File: src/rtl/pll_reset_seq.sv
// pll_reset_seq: PLL reset/lock sequencer running on the free-running reference clock.
// Drives the PLL RST pin, holds the domain reset until LOCKED has been stable for
// LOCK_WAIT cycles, and re-resets the PLL (counting the event) on loss of lock.
// Optional feature macro: PLL_RST_SEQ_TIMEOUT_EN -- when defined, WAIT_LOCK retries
// the PLL reset after TIMEOUT cycles without lock; otherwise it waits indefinitely.
module pll_reset_seq #(
  parameter int unsigned SYNC_STAGES = 2,
  parameter int unsigned RST_HOLD    = 16,
  parameter int unsigned LOCK_WAIT   = 1024,
  parameter int unsigned TIMEOUT     = 65536
) (
  input  logic       clk,
  input  logic       rst,
  input  logic       locked,
  output logic       pll_rst,
  output logic       rst_out,
  output logic       ready,
  output logic [7:0] relock_cnt
);

  localparam int unsigned MAX_HW  = (RST_HOLD > LOCK_WAIT) ? RST_HOLD : LOCK_WAIT;
  localparam int unsigned MAX_CNT = (MAX_HW > TIMEOUT) ? MAX_HW : TIMEOUT;
  localparam int unsigned CNT_W   = $clog2(MAX_CNT) + 1;

  localparam logic [1:0] ST_PLL_RST   = 2'd0;
  localparam logic [1:0] ST_WAIT_LOCK = 2'd1;
  localparam logic [1:0] ST_STABLE    = 2'd2;
  localparam logic [1:0] ST_RUN       = 2'd3;

  localparam logic [CNT_W-1:0] HOLD_LAST = CNT_W'(RST_HOLD - 1);
  localparam logic [CNT_W-1:0] WAIT_LAST = CNT_W'(LOCK_WAIT - 1);
`ifdef PLL_RST_SEQ_TIMEOUT_EN
  localparam logic [CNT_W-1:0] TO_LAST   = CNT_W'(TIMEOUT - 1);
`endif

  logic [SYNC_STAGES-1:0] r_sync;
  logic                   w_locked_s;
  logic [1:0]             r_state;
  logic [1:0]             w_next;
  logic [CNT_W-1:0]       r_cnt;
  logic                   r_pll_rst;
  logic                   r_rst_out;
  logic                   r_ready;
  logic [7:0]             r_relock_cnt;

  assign w_locked_s = r_sync[SYNC_STAGES-1];

  // Bring the asynchronous LOCKED into the reference clock domain.
  always_ff @(posedge clk) begin
    if (rst) begin
      r_sync <= '0;
    end else begin
      r_sync <= {r_sync[SYNC_STAGES-2:0], locked};
    end
  end

  // State register.
  always_ff @(posedge clk) begin
    if (rst) begin
      r_state <= ST_PLL_RST;
    end else begin
      r_state <= w_next;
    end
  end

  // Next-state decode; a lock drop always wins over a completing count.
  always_comb begin
    w_next = r_state;
    case (r_state)
      ST_PLL_RST: begin
        if (r_cnt == HOLD_LAST) begin
          w_next = ST_WAIT_LOCK;
        end
      end
      ST_WAIT_LOCK: begin
        if (w_locked_s) begin
          w_next = ST_STABLE;
        end
`ifdef PLL_RST_SEQ_TIMEOUT_EN
        else if (r_cnt == TO_LAST) begin
          w_next = ST_PLL_RST;
        end
`endif
      end
      ST_STABLE: begin
        if (!w_locked_s) begin
          w_next = ST_WAIT_LOCK;
        end else if (r_cnt == WAIT_LAST) begin
          w_next = ST_RUN;
        end
      end
      ST_RUN: begin
        if (!w_locked_s) begin
          w_next = ST_PLL_RST;
        end
      end
      default: begin
        w_next = ST_PLL_RST;
      end
    endcase
  end

  // Shared cycle counter (cleared on every state change) and outputs decoded from the next state.
  always_ff @(posedge clk) begin
    if (rst) begin
      r_cnt        <= '0;
      r_pll_rst    <= 1'b1;
      r_rst_out    <= 1'b1;
      r_ready      <= 1'b0;
      r_relock_cnt <= 8'd0;
    end else begin
      if (w_next != r_state) begin
        r_cnt <= '0;
      end else begin
        r_cnt <= r_cnt + CNT_W'(1);
      end
      r_pll_rst <= (w_next == ST_PLL_RST);
      r_rst_out <= (w_next != ST_RUN);
      r_ready   <= (w_next == ST_RUN);
      if ((r_state == ST_RUN) && (w_next == ST_PLL_RST) && (r_relock_cnt != 8'hFF)) begin
        r_relock_cnt <= r_relock_cnt + 8'd1;
      end
    end
  end

  assign pll_rst    = r_pll_rst;
  assign rst_out    = r_rst_out;
  assign ready      = r_ready;
  assign relock_cnt = r_relock_cnt;

endmodule

File: config.mk
export PLATFORM = sky130hd
export DESIGN_NAME = pll_reset_seq
export DESIGN_NICKNAME = d
export VERILOG_FILES = /design/src/rtl/pll_reset_seq.sv
export SDC_FILE = /design/constraint.sdc
export NUM_CORES = 1
export LEC_CHECK = 0
export BUFFER_PORTS_ARGS = -buffer_cell sky130_fd_sc_hd__buf_2
export CORE_ASPECT_RATIO = 2
export CORE_MARGIN = 3
export CORE_UTILIZATION = 50
export DETAILED_ROUTE_END_ITERATION = 12
export GPL_TIMING_DRIVEN = 0
export PLACE_DENSITY = 0.69
export SLEW_MARGIN = 30
export SYNTH_ARGS = -nofsm -noshare
export SYNTH_HDL_FRONTEND = slang
export SYNTH_SLANG_ARGS = --single-unit
File: constraint.sdc
create_clock -name clk -period 2.1 [get_ports clk]
set_clock_uncertainty 0.2 [all_clocks]
set_input_delay 0 -clock clk [delete_from_list [all_inputs] [get_ports clk]]
set_output_delay 0 -clock clk [all_outputs]
set_load 0.05 [all_outputs]
==> flow_summary.toml, run 1 <==
[global_route]
grt_max_degree = 11
grt_pass1_vias = 1113
grt_pass1_wl_mm = 4.712
grt_overflow = 0
antenna_found_initial = 0
track_usage_pct = 18.45

[final_layout]
drive_gt1_share_pct = 17.75
nFillCells = 232
layout_common_cells = "nor2_1, dfxtp_1, nand3_1, buf_2, xnor2_1"
antenna_cells = 0
fin_util_pct = 61.54
syn_to_final_growth_pct = 16.39
multi_input_area_um2 = 690.7
final_cells = 197
fin_nets = 174
seq_area_um2 = 640.6

[synth]
synth_area_per_cell_um2 = 9.244
synth-edff-count = 0
synth_flop_cell = "dfxtp_1"
syn_nets = 152
async_flop_share_pct = 0
ys_seq_area_share_pct = 47.15
synth_cells = 147
yosysWarnings = 0
ys_seq_elements = 32
synth_cell_types = 32
synth_area_um2 = 1359

[sta]
min_period_over_period_pct = 93.43
setup-tns-final_ns = 0
setup_viol = 0
slew_headroom_pct = 65.18
rsz0062_at_grt = "no"
slew_violations = 0
fmax_ghz = 0.5097
fin_crit_ns = 1.962
worstMarginPinSlew_ns = 0.5184
whs_ns = 0.2503
hold_viol = 0

[power_and_ir_drop]
leakagePower_nw = 0.6195
peakVddDrop_mv = 0.5304
p_seq_share_pct = 54.0
power.total_w = 0.001146
p_int_w = 0.0009199
combPwrFrac_pct = 2.7
clkPwrFrac_pct = 43.2
swShare_pct = 19.70
power_density_nw_per_um2 = 724.4
p_switching_w = 0.0002257

[die]
io_pins = 14
start_util_pct = 52.87
die_w_um = 42.86
die_area_um2 = 3417
rows = 26
coreArea_um2 = 2570
fp.dieH_um = 79.72

[hold_path]
hold_path.class = "reg -> reg"
hold_start = "r_cnt[0]"

[clocking]
post-cts-setup-buffers = 0
h-tree-depth = 2
cts_sinks = 32
numCtsBuffers = 5
cts_buffer_depth = 2
root_buffer = "clkbuf_8"
cts_tree = "built"
clk_pin_slew_ns = 0.06
clk_latency_ns = 0.28

[drt]
drt-initial-drc-count = 18
wl_per_cell_um = 13.15
routed-via-count = 1053
ant_nets = 0
drc = 0
via_per_inst = 5.345
wl_mm = 2.590
firstDrtPassIters = 4

[critical_path]
critical-path-max-stage-delay_ns = 0.35
critPathRequiredTime_ns = 2.07
crit_path_start = "r_cnt[0]"
crit_slowest_cell = "dfxtp_1"
cp-end-kind = "register"
path_buf_inv = 1
cp_cell_sequence = "ha_1 -> and3_4 -> and3_4 -> and4_4 -> nand3b_4 -> buf_8 -> nor2_1"
cp_top_family = "simple AND/OR/NAND/NOR gates"
crit_arrival_ns = 1.93
critical_path.most_common_cell = "and3_4"
critPathKind = "reg -> reg"
crit_fanout = 10
r2r-start = "r_cnt[0]"
critPathLaunchType = "register"

[placement]
dp.cells = 188
hpwl_mm = 1.933
portBuffers = 13
place_congestion = 0.7684

[job]
max_cap_viol_count = 0

[status]
outcome = "completed"
metrics by stage:
stage / setup slack, ns / cell area [um2]
global route: 0.02338 / 1582
global placement: 0.1835 / 1459
CTS: 0.09336 / 1575
finish: 0.1380 / 1582
detailed placement: 0.1245 / 1459
floorplan: 0.1341 / 1359
worst paths after layout:
| path | slack, ns | to | cells after the start |
|---|---|---|---|
| worst max-delay path | 0.14 | r_cnt[3] | 7 |
| worst min-delay path | 0.25 | r_cnt[0] | 1 |
| worst max register to register | 0.14 | r_cnt[3] | 7 |
| worst min register to register | 0.25 | r_cnt[0] | 1 |
state kept, by name, indices dropped and copies added, names as in the netlist:
register / cells
ready: 1
pll_rst: 1
r_cnt: 17
r_sync: 2
rst_out: 1
r_state: 2
relock_cnt: 8
Yosys cell counts, types with 2 or more instances:
cell	number	area [um2]
dfxtp_1	32	640.6
nor2_1	32	120.1
nand3_1	13	65.06
xnor2_1	12	105.1
xor2_1	9	78.83
nor3_1	7	35.03
nand2_1	5	18.77
and3_1	4	25.02
inv_1	4	15.01
nor2b_1	3	18.77
and3_2	2	15.01
and3_4	2	22.52
ha_1	2	25.02
nand4_1	2	12.51
routing by layer:
layer | global-route usage (%) | share of wire, % | up-vias
met5 | 0 | 0 | -
met4 | 12.77 | 2.8 | 0
met3 | 5.869 | 3.3 | 5
met2 | 32.08 | 56 | 16
met1 | 17.54 | 38 | 496
li1 | - | - | 536
power by group through the flow:
| stage | logic (W) | registers (W) | clock network, W |
|---|---|---|---|
| 5_1_grt | 0.0000363 | 0.000620 | 0.000528 |
| 2_1_floorplan | 0.0000212 | 0.000631 | 0 |
| 3_5_place_dp | 0.0000289 | 0.000632 | 0 |
| 4_1_cts | 0.0000320 | 0.000619 | 0.000506 |
| 3_3_place_gp | 0.0000278 | 0.000632 | 0 |
| 6_report | 0.0000314 | 0.000619 | 0.000495 |
final cells by class:
type	count	area share (%)
Timing Repair Buffer	15	5.380
Sequential cell	32	40.51
Tap cell	28	2.215
Clock buffer	7	6.092
Inverter	4	0.9494
Buffer	2	1.187
Multi-Input combinational cell	109	43.67
cells by family after synthesis:
group,synth area share (%)
XOR/XNOR,13.54
buffers and inverters,2.485
flip-flops,47.15
AND/OR/NAND/NOR,30.39
AO/OA/AOI/OAI,3.131
multiplexers,0.7367
adder cells (fa/ha/maj),2.578
what timing repair did:
item	4_1_cts	5_1_grt
setup endpoints to repair	0	3
hold buffers	2	0
endpoints found under the hold margin	12	0
gates resized for setup	0	1
No activity file was read; power rests on OpenSTA's default activity.
==> inputs of run 2 (changes only) <==
CORE_UTILIZATION = 38   (was 50)
PLACE_DENSITY = unset   (was 0.69)
SLEW_MARGIN = 40   (was 30)
==> flow_summary.toml, run 2 (synthesis results as in run 1) <==
[placement]
hpwl_mm = 1.949
place_congestion = 0.7568
postPlaceCellArea_um2 = 1484
portBuffers = 13
place_ws_ns = 0.1827

[die]
io_pins = 14
coreArea_um2 = 3416
rows = 30
start_util_pct = 39.78
die_area_um2 = 4373
die_w_um = 48.29
fp.dieH_um = 90.57

[sta]
min_period_over_period_pct = 91.11
rsz0062_at_grt = "no"
worstMarginPinSlew_ns = 0.4897
slew_headroom_pct = 67.10
setup_viol = 0
setup_ws_ns = 0.1867
hold_viol = 0
setup-tns-final_ns = 0
whs_ns = 0.2435
fin_crit_ns = 1.913
fmax_ghz = 0.5226
slew_violations = 0

[clocking]
cts_hold_buf = 2
numCtsBuffers = 5
clk_pin_slew_ns = 0.06
cts_sinks = 32
clk_latency_ns = 0.28
cts_tree = "built"
cts_buffer_depth = 2
root_buffer = "clkbuf_8"
h-tree-depth = 2
post-cts-setup-buffers = 0
cts_resized = 0

[critical_path]
crit_fanout = 10
crit_arrival_ns = 1.88
critPathRequiredTime_ns = 2.07
critPathKind = "reg -> reg"
critPathLaunchType = "register"
cp-end-kind = "register"

[global_route]
grt_overflow = 0
antenna_found_initial = 0
grt_max_degree = 11
grt_pass1_vias = 1065
grt_pass1_wl_mm = 4.574
track_usage_pct = 14.46

[final_layout]
fin_area_um2 = 1594
drive_gt1_share_pct = 16.47
largest_reg_flops = 17
regMostFlops = "r_cnt"
layout_common_cells = "nor2_1, dfxtp_1, nand3_1, buf_2, xnor2_1"
antenna_cells = 0
syn_to_final_growth_pct = 17.31
fin_nets = 174

[drt]
wl_per_cell_um = 11.76
routed-via-count = 1028
wl_mm = 2.564
drt-initial-drc-count = 14
ant_nets = 0
drc = 0
via_per_inst = 4.716
firstDrtPassIters = 4

[job]
max_cap_viol_count = 0

[hold_path]
hold_path.class = "reg -> reg"

[power_and_ir_drop]
peakVddDrop_mv = 0.4382
power_density_nw_per_um2 = 707.8
leakagePower_nw = 0.6136

[status]
outcome = "completed"
run 2: cell count changes in the layout (fill, tap and decap cells not counted), sizes merged:
| cell | change |
|---|---|
| clkbuf | +1 |
run 2: worst paths after layout:
| path | from | to | slack (ns) | cells past startpoint |
|---|---|---|---|---|
| hold / removal | r_cnt[0] | r_cnt[0] | 0.24 | 1 |
| hold reg to reg | r_cnt[0] | r_cnt[0] | 0.24 | 1 |
| setup / recovery | r_cnt[0] | r_cnt[3] | 0.19 | 7 |
| setup reg to reg | r_cnt[0] | r_cnt[3] | 0.19 | 7 |
run 2: through the flow:
stage / power [W] / std cells / utilization (%)
after global routing: 0.001174 / 218 / 46.67
final: 0.001128 / 218 / 46.67
after detailed placement: 0.0006601 / 208 / 43.44
after floorplan: 0.0006521 / 147 / -
after global placement: 0.0006586 / 208 / 43.44
after CTS: 0.001148 / 218 / 46.67
run 2: critical path: stages, from the launching register on:
cell	delay, ns
dfxtp_1	0.35
ha_1	0.22
and3_4	0.23
and3_4	0.20
and4_4	0.24
nand3b_4	0.19
buf_8	0.14
nor2_1	0.05
run 2: final cells by class:
cell class,instances,area (um2)
buffer,2,18.77
clock buffer,8,90.09
fill,333,1822
inverter,4,15.01
multi-input combinational,109,684.4
sequential,32,640.6
tap,48,60.06
timing repair buffer,15,85.08
run 2: metal layers:
metal / GRT usage (%) / up-vias / share of wire, %
li1: - / 535 / -
met1: 15.06 / 474 / 39
met2: 24.02 / 15 / 56
met3: 4.192 / 4 / 3.1
met4: 7.416 / 0 / 2.2
met5: 0 / - / 0
run 2: where the power goes:
group / internal [W] / leakage [nW] / total [W] / switching, W
clock: 0.000267 / 0.0455 / 0.000479 / 0.000212
combinational: 0.0000145 / 0.309 / 0.0000305 / 0.0000161
sequential: 0.000614 / 0.259 / 0.000618 / 0.00000434
